File: src/rtl/tile_pkg.sv
// Shared tile-map definitions: command encodings, map geometry, glyph codes.
package tile_pkg;

  // Command opcodes on cmd_op
  typedef enum logic [1:0] {
    OP_WRITE    = 2'b00,
    OP_TEST_SET = 2'b01,
    OP_CLEAR    = 2'b10,
    OP_NOP      = 2'b11
  } op_e;

  // Tile-map geometry (one 16-bit word per 4x4-pixel tile)
  localparam int unsigned TILE_BASE = 40000;
  localparam int unsigned TILE_COLS = 160;
  localparam int unsigned TILE_ROWS = 120;
  localparam int unsigned TILE_X_W  = 8;
  localparam int unsigned TILE_Y_W  = 7;
  localparam int unsigned ADDR_W    = 16;
  localparam int unsigned GLYPH_W   = 16;

  // Glyph codes shared with the pixel generator
  localparam logic [GLYPH_W-1:0] GLYPH_BLACK      = 16'd0;
  localparam logic [GLYPH_W-1:0] GLYPH_BLUE_SQ    = 16'd1;
  localparam logic [GLYPH_W-1:0] GLYPH_YELLOW_SQ  = 16'd2;
  localparam logic [GLYPH_W-1:0] GLYPH_PATH_FIRST = 16'd4;
  localparam logic [GLYPH_W-1:0] GLYPH_BIKE_LAST  = 16'd59;

  // Command payload as seen on the valid/ready port
  typedef struct packed {
    op_e                 op;
    logic [TILE_X_W-1:0] x;
    logic [TILE_Y_W-1:0] y;
    logic [GLYPH_W-1:0]  glyph;
  } tile_cmd_t;

  // Writer sequencing states
  typedef enum logic [1:0] {
    ST_IDLE = 2'd0,
    ST_RD   = 2'd1,
    ST_CHK  = 2'd2,
    ST_CLR  = 2'd3
  } tw_state_e;

endpackage

File: src/rtl/tile_addr_calc.sv
// Combinational tile (x,y) -> RAM word address, plus map bounds check.
module tile_addr_calc
  import tile_pkg::*;
#(
  parameter int unsigned BASE_ADDR = TILE_BASE,
  parameter int unsigned COLS      = TILE_COLS,
  parameter int unsigned ROWS      = TILE_ROWS
) (
  input  logic [TILE_X_W-1:0] x,
  input  logic [TILE_Y_W-1:0] y,
  output logic [ADDR_W-1:0]   addr,
  output logic                in_range
);

  logic [ADDR_W-1:0] row_off;

  // Row offset uses the shift-add form for the native 160-wide map
  always_comb begin
    if (COLS == 32'd160) begin
      row_off = (ADDR_W'(y) << 7) + (ADDR_W'(y) << 5);
    end else begin
      row_off = ADDR_W'(32'(y) * COLS);
    end
    addr     = ADDR_W'(BASE_ADDR) + row_off + ADDR_W'(x);
    in_range = (32'(x) < COLS) && (32'(y) < ROWS);
  end

endmodule

File: src/rtl/tile_writer.sv
// Tile-map RAM writer: single writes, test-and-set writes, full-map clear.
module tile_writer
  import tile_pkg::*;
#(
  parameter int unsigned        BASE_ADDR   = TILE_BASE,
  parameter int unsigned        COLS        = TILE_COLS,
  parameter int unsigned        ROWS        = TILE_ROWS,
  parameter logic [GLYPH_W-1:0] CLEAR_GLYPH = GLYPH_BLACK
) (
  input  logic                clk,
  input  logic                rst_n,
  input  logic                cmd_valid,
  output logic                cmd_ready,
  input  logic [1:0]          cmd_op,
  input  logic [TILE_X_W-1:0] cmd_x,
  input  logic [TILE_Y_W-1:0] cmd_y,
  input  logic [GLYPH_W-1:0]  cmd_glyph,
  output logic [ADDR_W-1:0]   mem_addr,
  output logic                mem_we,
  output logic [GLYPH_W-1:0]  mem_wdata,
  output logic                mem_re,
  input  logic [GLYPH_W-1:0]  mem_rdata,
  output logic                busy,
  output logic                done,
  output logic                collision,
  output logic                range_err
);

  localparam int unsigned         CNT_W     = 15;
  localparam int unsigned         MAP_TILES = COLS * ROWS;
  localparam logic [CNT_W-1:0]    LAST_IDX  = CNT_W'(MAP_TILES - 1);

  tw_state_e          state;
  tile_cmd_t          cmd;
  logic [GLYPH_W-1:0] glyph_q;
  logic [CNT_W-1:0]   clr_idx;
  logic [ADDR_W-1:0]  calc_addr;
  logic               calc_in_range;
  logic               accept;

  // Bundle the command port fields
  assign cmd = '{op: op_e'(cmd_op), x: cmd_x, y: cmd_y, glyph: cmd_glyph};

  // Handshake and status are direct decodes of the state register
  assign cmd_ready = (state == ST_IDLE);
  assign busy      = (state != ST_IDLE);
  assign accept    = cmd_valid && cmd_ready;

  tile_addr_calc #(
    .BASE_ADDR (BASE_ADDR),
    .COLS      (COLS),
    .ROWS      (ROWS)
  ) u_addr_calc (
    .x        (cmd.x),
    .y        (cmd.y),
    .addr     (calc_addr),
    .in_range (calc_in_range)
  );

  // Command sequencer with registered RAM strobes and status pulses
  always_ff @(posedge clk or negedge rst_n) begin
    if (!rst_n) begin
      state     <= ST_IDLE;
      mem_addr  <= '0;
      mem_we    <= 1'b0;
      mem_wdata <= '0;
      mem_re    <= 1'b0;
      done      <= 1'b0;
      collision <= 1'b0;
      range_err <= 1'b0;
      glyph_q   <= '0;
      clr_idx   <= '0;
    end else begin
      mem_we    <= 1'b0;
      mem_re    <= 1'b0;
      done      <= 1'b0;
      collision <= 1'b0;
      range_err <= 1'b0;
      case (state)
        ST_IDLE: begin
          if (accept) begin
            case (cmd.op)
              OP_WRITE: begin
                done <= 1'b1;
                if (calc_in_range) begin
                  mem_addr  <= calc_addr;
                  mem_wdata <= cmd.glyph;
                  mem_we    <= 1'b1;
                end else begin
                  range_err <= 1'b1;
                end
              end
              OP_TEST_SET: begin
                if (calc_in_range) begin
                  mem_addr <= calc_addr;
                  mem_re   <= 1'b1;
                  glyph_q  <= cmd.glyph;
                  state    <= ST_RD;
                end else begin
                  range_err <= 1'b1;
                  done      <= 1'b1;
                end
              end
              OP_CLEAR: begin
                // Index 0 is issued at the accept edge; the counter tracks the next index
                mem_addr  <= ADDR_W'(BASE_ADDR);
                mem_wdata <= CLEAR_GLYPH;
                mem_we    <= 1'b1;
                clr_idx   <= CNT_W'(1);
                if (LAST_IDX == '0) begin
                  done <= 1'b1;
                end else begin
                  state <= ST_CLR;
                end
              end
              default: begin
                done <= 1'b1;
              end
            endcase
          end
        end
        ST_RD: begin
          state <= ST_CHK;
        end
        ST_CHK: begin
          // Read data from the RD-cycle request is valid now; mem_addr still points at the tile
          if (mem_rdata == CLEAR_GLYPH) begin
            mem_wdata <= glyph_q;
            mem_we    <= 1'b1;
          end else begin
            collision <= 1'b1;
          end
          done  <= 1'b1;
          state <= ST_IDLE;
        end
        ST_CLR: begin
          mem_addr  <= ADDR_W'(BASE_ADDR) + ADDR_W'(clr_idx);
          mem_wdata <= CLEAR_GLYPH;
          mem_we    <= 1'b1;
          clr_idx   <= clr_idx + 1'b1;
          if (clr_idx == LAST_IDX) begin
            done  <= 1'b1;
            state <= ST_IDLE;
          end
        end
        default: begin
          state <= ST_IDLE;
        end
      endcase
    end
  end

endmodule

File: config.mk
export PLATFORM = sky130hd
export DESIGN_NAME = tile_writer
export DESIGN_NICKNAME = d
export VERILOG_FILES = /design/src/rtl/tile_pkg.sv /design/src/rtl/tile_addr_calc.sv /design/src/rtl/tile_writer.sv
export SDC_FILE = /design/constraint.sdc
export NUM_CORES = 1
export LEC_CHECK = 0
export ABC_AREA = 0
export ABC_CLOCK_PERIOD_IN_PS = 3600
export CORE_UTILIZATION = 44
export CTS_BUF_LIST = sky130_fd_sc_hd__clkbuf_8 sky130_fd_sc_hd__clkbuf_16
export CTS_CLUSTER_SIZE = 25
export DETAILED_ROUTE_END_ITERATION = 8
export PLACE_DENSITY = 0.81
export SLEW_MARGIN = 40
export SYNTH_ARGS = -nofsm -noshare
export SYNTH_HDL_FRONTEND = slang
export SYNTH_HIERARCHICAL = 1
export SYNTH_SLANG_ARGS = --single-unit
File: constraint.sdc
create_clock -name clk -period 3.6 [get_ports clk]
set_input_delay 0.9 -clock clk [delete_from_list [all_inputs] [get_ports clk]]
set_output_delay 0.9 -clock clk [all_outputs]
set_load 0.01 [all_outputs]
==> results_dict.tcl, run 1 <==
set metrics [dict create \
    outcome "completed" \
    synth_flop_cell "dfrtp_1" \
    rows 35 \
    r2r_cells 6 \
    gp_congestion 0.8708 \
    drive_gt1_share_pct 19.42 \
    final_cell_mix "clkdlybuf4s50_1 (89), dfrtp_1 (70), mux2_2 (37), nand2_1 (32), o21ai_0 (22)" \
    end_kind "flop" \
    hpwl_um 7121 \
    p_switching_mw 1.221 \
    syn_inst 387 \
    nets 549 \
    vias_per_cell 5.454 \
    cp_num_buf_inv 3 \
    gr-total-overflow 0 \
    crit_type "in -> reg" \
    grt_max_degree 61 \
    fin_worst_skew_ns 0.009334 \
    clockBufferDepth 2 \
    dpl_cell_area_um2 5230 \
    portBuffers 90 \
    clkLatencyLatePin_ns 0.34 \
    critical_path.endpoint "mem_addr[12]$_DFFE_PN0P_" \
    drv_slew 0 \
    hold_path_class "in -> async" \
    ioPinCount 91 \
    cts-root-buf "clkbuf_8" \
    relSlewSlack_pct 57.37 \
    die_x_um 99.98 \
    startpoint "cmd_y[1]" \
    vias 3316 \
    synth-edff-count 0 \
    drt_iter0_markers 125 \
    post_drt_wl_per_cell_um 15.63 \
    worst_pin_slew_ns 0.6394 \
    die_area_um2 9996 \
    cp_max_fo 3 \
    seqPwrFrac_pct 34.1 \
    start_kind "input port" \
    tritoncts "yes" \
    rsz0062_at_grt "no" \
    min_period_over_period_pct 90.50 \
    path_clk_slew_ns 0.08 \
    ys_ff_latch 70 \
    grt_antenna_before_repair 0 \
    power.internal_mw 2.401 \
    synth-seq-area-share_pct 41.47 \
    hold_ws_ns 0.4087 \
    max_stage_delay_ns 0.49 \
    grtUsageTotal_pct 20.05 \
    cap_violations 0 \
    drc_errors 0 \
    layout_commonest_cell "clkdlybuf4s50_1" \
    finalHoldViolations 0 \
    r2r-start "state[0]$_DFFE_PN0P_" \
    irDropWorstVdd_uv 341.3 \
    crit_cells 13 \
    synth_cell_type_count 68 \
    crit_arrival_ns 3.49 \
    dr.pass1.iters 4 \
    core-area_um2 9284 \
    cts_resized 0 \
    netlist_area_um2 4224 \
    max_freq_ghz 0.3069 \
    cts-hold-fix-buffers 0 \
    period_minus_slack_ns 3.258 \
    critPathTopFamily "adder cells" \
    start_util_pct 45.50 \
    p_leak_nw 2.328 \
    antenna_cells 0 \
    fin_util_pct 58.60 \
    r2r_end "clr_idx[14]$_DFFE_PN0P_" \
    final_cells 608 \
    cts_sinks 70 \
    powerDensity_nw_per_um2 665.9 \
    synth_fp_nets 462 \
    fillCellCount 802 \
    post_cts_buffers 0 \
    final_area_um2 5440 \
    die_y_um 99.98 \
    wl_um 9503 \
    crit_path_cell_trace "clkdlybuf4s50_1, inv_1, ha_1, inv_1, ha_1, fa_1, a21oi_1, o21ai_0, a21oi_1, xnor2_1, nor3_1, a31oi_1, mux2_2" \
    dp.cells 592 \
    multi_input_area_um2 2262 \
    clockPowerShare_pct 18.0 \
    setup_viol 0 \
    p_comb_share_pct 47.9 \
    cts_made_buffers 9 \
    switching_share_pct 33.71 \
    grt_pass1_vias 3307 \
    report.power.total_mw 3.622 \
    area_growth_pct 28.79 \
    regArea_um2 1752 \
    ant_nets 0 \
    h-tree-depth 3 \
    yosys_warnings 6 \
    synth.avg_cell_area_um2 10.91 \
    ys_async_sr_fraction_pct 100.0 \
    grt_pass1_wl_um 15790 \
    r2r_setup_slack_ns 1.47 \
    cp.required_ns 3.83 \
    slowest_stage "clkdlybuf4s50_1" \
]
-- per-stage QoR --
stage	setup slack (ns)	TNS, ns
6_report	0.3419	0
5_1_grt	0.1336	0
2_1_floorplan	0.5923	0
3_3_place_gp	0.02793	0
4_1_cts	0.3514	0
3_5_place_dp	-0.02031	-0.02031
-- power groups by stage --
stage / Combinational, mW / Sequential (mW) / Clock [mW]
after detailed placement: 1.74 / 1.25 / 0
after global routing: 1.88 / 1.27 / 0.705
final: 1.73 / 1.24 / 0.653
after floorplan: 0.983 / 1.31 / 0
after CTS: 1.75 / 1.24 / 0.668
after global placement: 1.70 / 1.24 / 0
-- cell families (layout without fill, tap and decap cells) --
family                     Yosys count  in the layout  share of synthesized area (%)
adders and majority gates           23             23                          7.168
buffers and inverters               43            135                          4.976
AOI/OAI and AO/OA                   89             89                          15.46
other                                1              1                        0.08878
DFF                                 70             70                          41.47
and+or+nand+nor                     98             98                          14.04
muxes                               49             49                          13.89
xor gates and xnor gates            14             14                          2.903
-- worst reg2reg max path: stages, from the launching register on --
cell,delay [ns]
dfrtp_1,0.40
inv_1,0.08
ha_1,0.28
nor2_1,0.39
o211ai_2,0.20
or4b_1,0.53
a21oi_1,0.18
-- per-layer routing --
metal	global-route usage, %	vias to the layer above	wire (um)	part of all wire [%]
met2	35.07	114	4639	49
li1	-	1582	-	-
met1	24.94	1608	4213	44
met5	0	-	0	0
met4	5.351	0	106	1.1
met3	4.666	12	543	5.7
-- Yosys cell counts (2+ instances only) --
| cell | number | area [um^2] |
|---|---|---|
| a211o_1 | 2 | 17.52 |
| a21oi_1 | 15 | 75.07 |
| a22o_1 | 20 | 175.2 |
| a31oi_1 | 4 | 25.02 |
| and2_1 | 2 | 12.51 |
| and3_1 | 3 | 18.77 |
| buf_2 | 8 | 40.04 |
| buf_4 | 6 | 45.04 |
| clkbuf_1 | 8 | 30.03 |
| dfrtp_1 | 70 | 1752 |
| fa_1 | 2 | 40.04 |
| ha_1 | 21 | 262.8 |
| inv_1 | 18 | 67.56 |
| mux2_2 | 37 | 416.7 |
| mux2_4 | 10 | 150.1 |
| mux2i_1 | 2 | 20.02 |
| nand2_1 | 32 | 120.1 |
| nand2b_1 | 3 | 18.77 |
| nand3_1 | 8 | 40.04 |
| nand3b_1 | 2 | 15.01 |
| nand4_1 | 4 | 25.02 |
| nor2_1 | 13 | 48.80 |
| nor2b_1 | 4 | 25.02 |
| nor3_1 | 4 | 20.02 |
| nor4_1 | 2 | 12.51 |
| nor4_4 | 4 | 85.08 |
| o2111ai_1 | 2 | 17.52 |
| o211ai_1 | 3 | 22.52 |
| o21a_1 | 2 | 15.01 |
| o21ai_0 | 22 | 110.1 |
| o41ai_1 | 2 | 17.52 |
| or2_2 | 2 | 12.51 |
| or3_1 | 3 | 18.77 |
| xnor2_1 | 6 | 52.55 |
| xor2_1 | 8 | 70.07 |
-- flip-flops by register name, indices dropped and copies added, names as in the netlist, 2 cells and up --
signal and count:
glyph_q 16, mem_addr 16, mem_wdata 16, clr_idx 15, state 2
-- final cells by class --
class	count	area share, %
multi-input cells	274	41.58
flip-flops and latches	70	32.20
repair buffers	100	18.15
well taps	129	2.967
clock buffers	10	2.530
inverters	19	1.311
clock inverters	6	1.265
-- how the worst min path moves through the flow --
| stage | from | cells after the start | endpoint |
|---|---|---|---|
| after global routing | rst_n | 1 | mem_wdata[3]$_DFFE_PN0P_ |
| after global placement | glyph_q[13]$_DFFE_PN0P_ | 1 | glyph_q[13]$_DFFE_PN0P_ |
| after detailed placement | mem_wdata[12]$_DFFE_PN0P_ | 1 | mem_wdata[12]$_DFFE_PN0P_ |
| after CTS | rst_n | 1 | mem_wdata[3]$_DFFE_PN0P_ |
| final | rst_n | 1 | mem_wdata[3]$_DFFE_PN0P_ |
| after floorplan | glyph_q[10]$_DFFE_PN0P_ | 1 | glyph_q[10]$_DFFE_PN0P_ |
(Power assumes the default switching activity.)
==> run 2, diff against run 1 <==
Settings changed: CTS_BUF_LIST sky130_fd_sc_hd__clkbuf_8 sky130_fd_sc_hd__clkbuf_16 to sky130_fd_sc_hd__clkbuf_8.
==> results of run 2 <==
No change in the layout: final DEF, timing and power equal those of run 1.
